File: config.mk
export PLATFORM = sky130hd
export DESIGN_NAME = regfile_write_arbiter
export DESIGN_NICKNAME = d
export VERILOG_FILES = /design/src/rtl/regfile_write_arbiter.sv
export SDC_FILE = /design/constraint.sdc
export NUM_CORES = 1
export LEC_CHECK = 0
export ABC_AREA = 1
export CAP_MARGIN = 20
export CORE_MARGIN = 2
export CORE_UTILIZATION = 50
export CTS_BUF_LIST = sky130_fd_sc_hd__clkbuf_8
export DETAILED_ROUTE_END_ITERATION = 12
export HOLD_SLACK_MARGIN = 0.06
export PLACE_DENSITY_LB_ADDON = 0.1
export SLEW_MARGIN = 20
export SYNTH_ARGS = -nofsm -noshare
export SYNTH_HDL_FRONTEND = slang
export SYNTH_SLANG_ARGS = --single-unit
File: constraint.sdc
create_clock -name Clk -period 4.17 [get_ports Clk]
set_input_delay 0.834 -clock Clk [delete_from_list [all_inputs] [get_ports Clk]]
set_output_delay 0.834 -clock Clk [all_outputs]
set_load 0.005 [all_outputs]
File: src/rtl/regfile_write_arbiter.sv
// regfile_write_arbiter
// Shares the single register-file write port between two valid/ready write
// masters. Round-robin grants with bounded bursts; the write controls driven
// into the register file are registered one cycle after each transfer.
//
// Ports:
//   Clk, rst_n             clock, synchronous active-low reset
//   m0_valid/addr/data/last  master 0 request, m0_ready accept
//   m1_valid/addr/data/last  master 1 request, m1_ready accept
//   WEN, RW, busW          registered register-file write port
//   owner                  00 none, 01 master 0, 10 master 1
//   wr_count               forwarded writes since reset, 8-bit wrapping
//
// state  | meaning
// IDLE   | no grant; arbitrate among valid masters
// GRANT0 | master 0 owns the write port
// GRANT1 | master 1 owns the write port

module regfile_write_arbiter #(
   parameter int DW        = 8,
   parameter int AW        = 3,
   parameter int MAX_BURST = 4
) (
   input  logic          Clk,
   input  logic          rst_n,
   input  logic          m0_valid,
   input  logic [AW-1:0] m0_addr,
   input  logic [DW-1:0] m0_data,
   input  logic          m0_last,
   output logic          m0_ready,
   input  logic          m1_valid,
   input  logic [AW-1:0] m1_addr,
   input  logic [DW-1:0] m1_data,
   input  logic          m1_last,
   output logic          m1_ready,
   output logic          WEN,
   output logic [AW-1:0] RW,
   output logic [DW-1:0] busW,
   output logic [1:0]    owner,
   output logic [7:0]    wr_count
);

   localparam int BCW = $clog2(MAX_BURST + 1);
   localparam logic [BCW-1:0] BURST_LAST = BCW'(MAX_BURST - 1);

   typedef enum logic [1:0] {
      IDLE   = 2'b00,
      GRANT0 = 2'b01,
      GRANT1 = 2'b10
   } state_t;

   state_t         state, state_nxt;
   logic           prefer_m1, prefer_m1_nxt;
   logic [BCW-1:0] burst_cnt, burst_cnt_nxt;

   logic           xfer;
   logic [AW-1:0]  xfer_addr;
   logic [DW-1:0]  xfer_data;
   logic           xfer_last;
   logic           grant_exit;

   assign m0_ready = (state == GRANT0);
   assign m1_ready = (state == GRANT1);
   assign owner    = state;

   // Only the granted master can complete a handshake.
   always_comb begin
      xfer      = 1'b0;
      xfer_addr = m0_addr;
      xfer_data = m0_data;
      xfer_last = m0_last;
      case (state)
         GRANT0: xfer = m0_valid;
         GRANT1: begin
            xfer      = m1_valid;
            xfer_addr = m1_addr;
            xfer_data = m1_data;
            xfer_last = m1_last;
         end
         default: xfer = 1'b0;
      endcase
   end

   // A grant ends on last, on the burst limit, or when the owner goes idle.
   assign grant_exit = !xfer || xfer_last || (burst_cnt == BURST_LAST);

   always_comb begin
      state_nxt     = state;
      prefer_m1_nxt = prefer_m1;
      burst_cnt_nxt = burst_cnt;
      case (state)
         IDLE: begin
            if (m0_valid && m1_valid)
               state_nxt = prefer_m1 ? GRANT1 : GRANT0;
            else if (m0_valid)
               state_nxt = GRANT0;
            else if (m1_valid)
               state_nxt = GRANT1;
         end
         GRANT0: begin
            if (xfer)
               burst_cnt_nxt = burst_cnt + 1'b1;
            if (grant_exit) begin
               prefer_m1_nxt = 1'b1;
               burst_cnt_nxt = '0;
               state_nxt     = m1_valid ? GRANT1 : IDLE;
            end
         end
         GRANT1: begin
            if (xfer)
               burst_cnt_nxt = burst_cnt + 1'b1;
            if (grant_exit) begin
               prefer_m1_nxt = 1'b0;
               burst_cnt_nxt = '0;
               state_nxt     = m0_valid ? GRANT0 : IDLE;
            end
         end
         default: state_nxt = IDLE;
      endcase
   end

   always_ff @(posedge Clk) begin
      if (!rst_n) begin
         state     <= IDLE;
         prefer_m1 <= 1'b0;
         burst_cnt <= '0;
         WEN       <= 1'b0;
         RW        <= '0;
         busW      <= '0;
         wr_count  <= '0;
      end else begin
         state     <= state_nxt;
         prefer_m1 <= prefer_m1_nxt;
         burst_cnt <= burst_cnt_nxt;
         // Address 0 is the hard-wired zero register: accept but never write.
         WEN       <= xfer && (xfer_addr != '0);
         if (xfer) begin
            RW   <= xfer_addr;
            busW <= xfer_data;
         end
         if (xfer && (xfer_addr != '0))
            wr_count <= wr_count + 8'd1;
      end
   end

endmodule

==> key figures <==
Routing
  – Via density per instance: roughly 4.8
  – Count of unresolved DRC violations after routing: 0
  – Initial DRC count: 47
  – Pre-antenna DRT Iters: 4
  – Wire length reported by the detailed router: between 3000 and 4000 microns
  – Routed length per instance: 11.0 microns
  – Number of nets still failing antenna checks after routing: 0
  – Vias post-DR: 1416

Critical path
  – Number of buffer and inverter stages on the critical path: 2
  – Crit path max-delay family: buffers and inverters
  – Setup Crit Path Kind: flip-flop to output pin
  – CP endpoint kind: output pin
  – Element type at the critical path start: flip-flop
  – Cells along the critical path: inv_1, ha_1, clkdlybuf4s50_1
  – Max stage delay on crit path: approximately 640 ps
  – Data arrival at the endpoint of the critical path: roughly 2000 ps
  – WP data required: about 3300 ps
  – Largest fanout on the critical path: 17
  – Highest-delay cell along the critical path: sky130_fd_sc_hd__ha_1

Power
  – Relative contribution of the clock network to total power: between 20% and 30%
  – Net Sw Power: approximately 220 uW
  – Sequential power share: between 40% and 50%
  – Net Sw Frac: between 30% and 40%
  – Internal Pwr Total: approximately 450 uW
  – Power density normalized to cell area: roughly 320 nW/um^2
  – Static Leakage: between 0.9 and 1 nW
  – Overall power consumption: 668 uW
  – Maximum VDD drop: ~0.3 mV
  – Share of power burned in combinational logic: a little over a third

STA
  – Number of setup violations in the final report: 0
  – Portion of the clock cycle consumed by the worst path in the final layout: between 60% and 70%
  – Final critical path time including I/O delays and setup: 2840 ps
  – Worst slew margin: about 51%
  – Worst Clk Skew: 0.957 ps
  – RSZ-0062 raised after global routing: false
  – Setup_tns: 0 ps
  – Slew at the pin closest to its max-slew limit: about 730 ps
  – Slew Viols, Final: 0
  – Maximum clock rate: 352 MHz
  – Worst hold-check slack: slightly below 500 ps
  – Final hold violations: 0
  – Final setup margin: approximately 1300 ps

Cells and area
  – Final Instance Area: a little over 2000 sq um
  – Commonest cells after routing, fill and taps aside: sky130_fd_sc_hd__nand2_1, sky130_fd_sc_hd__clkdlybuf4s50_1, sky130_fd_sc_hd__dfxtp_1
  – Commonest non-fill, non-tap cell in the layout: sky130_fd_sc_hd__nand2_1
  – Layout Area Growth over Synthesis: 35.1%
  – Post-layout utilization of the core: 69.7%
  – Final layout net count: just under 300
  – Non-filler instance count after layout: just under 300
  – Ratio of cells with drive above 1 in the final layout: ~10%
  – ANT cells: 0
  – Fillers: between 200 and 300

Run status
  – Status: finished clean

Synth
  – Mapped Nets: approximately 250
  – Synth warn: 0
  – Library cells used by synthesis: 31
  – Synthesis-stage register bit count: 26
  – Sequential share of the synthesized area: 33.9%
  – Top cells by area, synth: sky130_fd_sc_hd__dfxtp_1, sky130_fd_sc_hd__nand2_1, sky130_fd_sc_hd__ha_1
  – Count of mapped cells out of synthesis: between 200 and 250
  – Biggest area consumer among synthesized cells: sky130_fd_sc_hd__dfxtp_1
  – Post-synthesis cell area: 1540 sq um
  – Synthesized area per cell: 7.28 sq um
  – Portion of synthesized cell area occupied by the leading cell type: 33.9%

Placed design
  – Cell count after placement: a little under 300
  – Port buffer count: a little over 50
  – Post-DP Area: 2030 sq um
  – Post-Place Worst Slack: 1600 ps
  – Placed wire-length estimate after detailed placement: approximately 2400 microns
  – Gp weighted congestion: 0.797

Floorplanning
  – Floorplan die height: ~59 microns
  – Die extent in x: approximately 59 microns
  – Starting density of the core: 51.6%
  – Floorplan die area: 3530 sq um
  – Area of the core: 2980 sq um
  – I/O pin total: 52
  – Site Rows: 20

Global route
  – Largest net degree at the start of global routing: 27
  – Via count of the first global-routing pass: approximately 1300
  – Number of antenna violations at the first check in global routing: 0
  – Total global routing track utilization: 19.8%
  – Wire length of the first global-routing pass: between 5000 and 6000 microns
  – Global route overflow: 0

CTS
  – Htree depth: 1
  – Clock insertion delay at the later pin of the skew report: 260 ps
  – Clock tree from TritonCTS: yes
  – Clock transition at the register clock pins on the worst setup and hold paths after CTS: about 90 ps
  – Number of sinks handled by clock tree synthesis: 26
  – Number of buffers created by CTS: 3
  – Longest Clk Path Bufs: 2
  – Number of gates resized after CTS: 0
  – Count of hold-fix buffers inserted at cts: 0
  – Root buffer selected by CTS: sky130_fd_sc_hd__clkbuf_8
  – Buffers inserted by post-CTS timing repair: 0

Min path
  – Worst min-delay path category: flip-flop to flip-flop

Run
  – Count of max-cap constraint violations: 0
[synthesized netlist by cell type (all sizes together)]
cell and number:
a21oi 12, nor2 19, nand3 14, nand4 2, a31oi 8, a211oi 2
or2 1, o21ai 10, dfxtp 26, nand2 73, clkbuf 1, clkinv 1
o21a 2, ha 8, xor2 1, buf 5, nand3b 2, inv 24
[routing by layer]
layer | up-vias | share of wire (%) | global-route usage [%]
li1 | 777 | - | -
met1 | 606 | 50 | 26.5
met2 | 31 | 44 | 32.2
met3 | 2 | 4.9 | 5.68
met4 | 0 | 0.53 | 2.92
met5 | - | 0 | 0
[worst min-delay path: cells and delay by family (launching register included)]
family	cells	cell delay [ps]
flops	1	340
compound gates	1	50
simple gates	1	70
[power by group through the flow]
stage / clock (mW) / combinational (mW) / sequential [mW]
floorplan: 0 / 0.155 / 0.293
global placement: 0 / 0.240 / 0.293
detailed placement: 0 / 0.244 / 0.293
CTS: 0.144 / 0.244 / 0.288
global route: 0.154 / 0.266 / 0.291
finish: 0.139 / 0.241 / 0.288
[worst paths after layout]
kind	cells after the start	slack, ps	startpoint	to
hold reg to reg	2	490	prefer_m1	prefer_m1
setup reg to reg	8	2200	owner[0]	wr_count[3]
setup / recovery	3	1330	owner[0]	m1_ready
hold / removal	2	490	prefer_m1	prefer_m1
[state kept, by name, indices dropped and copies added, names as in the netlist]
name,flops
owner,2
busW,8
WEN,1
prefer_m1,1
RW,3
burst_cnt,3
wr_count,8
[layout make-up]
cell class	count	area (sq um)	area share, %
inverter	25	101	4.89
sequential	26	520	25.1
multi-input combinational	154	860	41.4
tap	33	41.3	1.99
clock buffer	3	41.3	1.99
timing repair buffer	51	510	24.6
[logic make-up (layout without fill, tap and decap cells)]
group | after synthesis | after routing | share of synthesized area, %
compound gates | 34 | 34 | 13.0
xor+xnor | 1 | 1 | 0.571
buf+inv | 31 | 79 | 10.1
simple gates | 111 | 111 | 35.9
fa+ha+maj | 8 | 8 | 6.52
flops | 26 | 26 | 33.9
(Power assumes the default switching activity.)
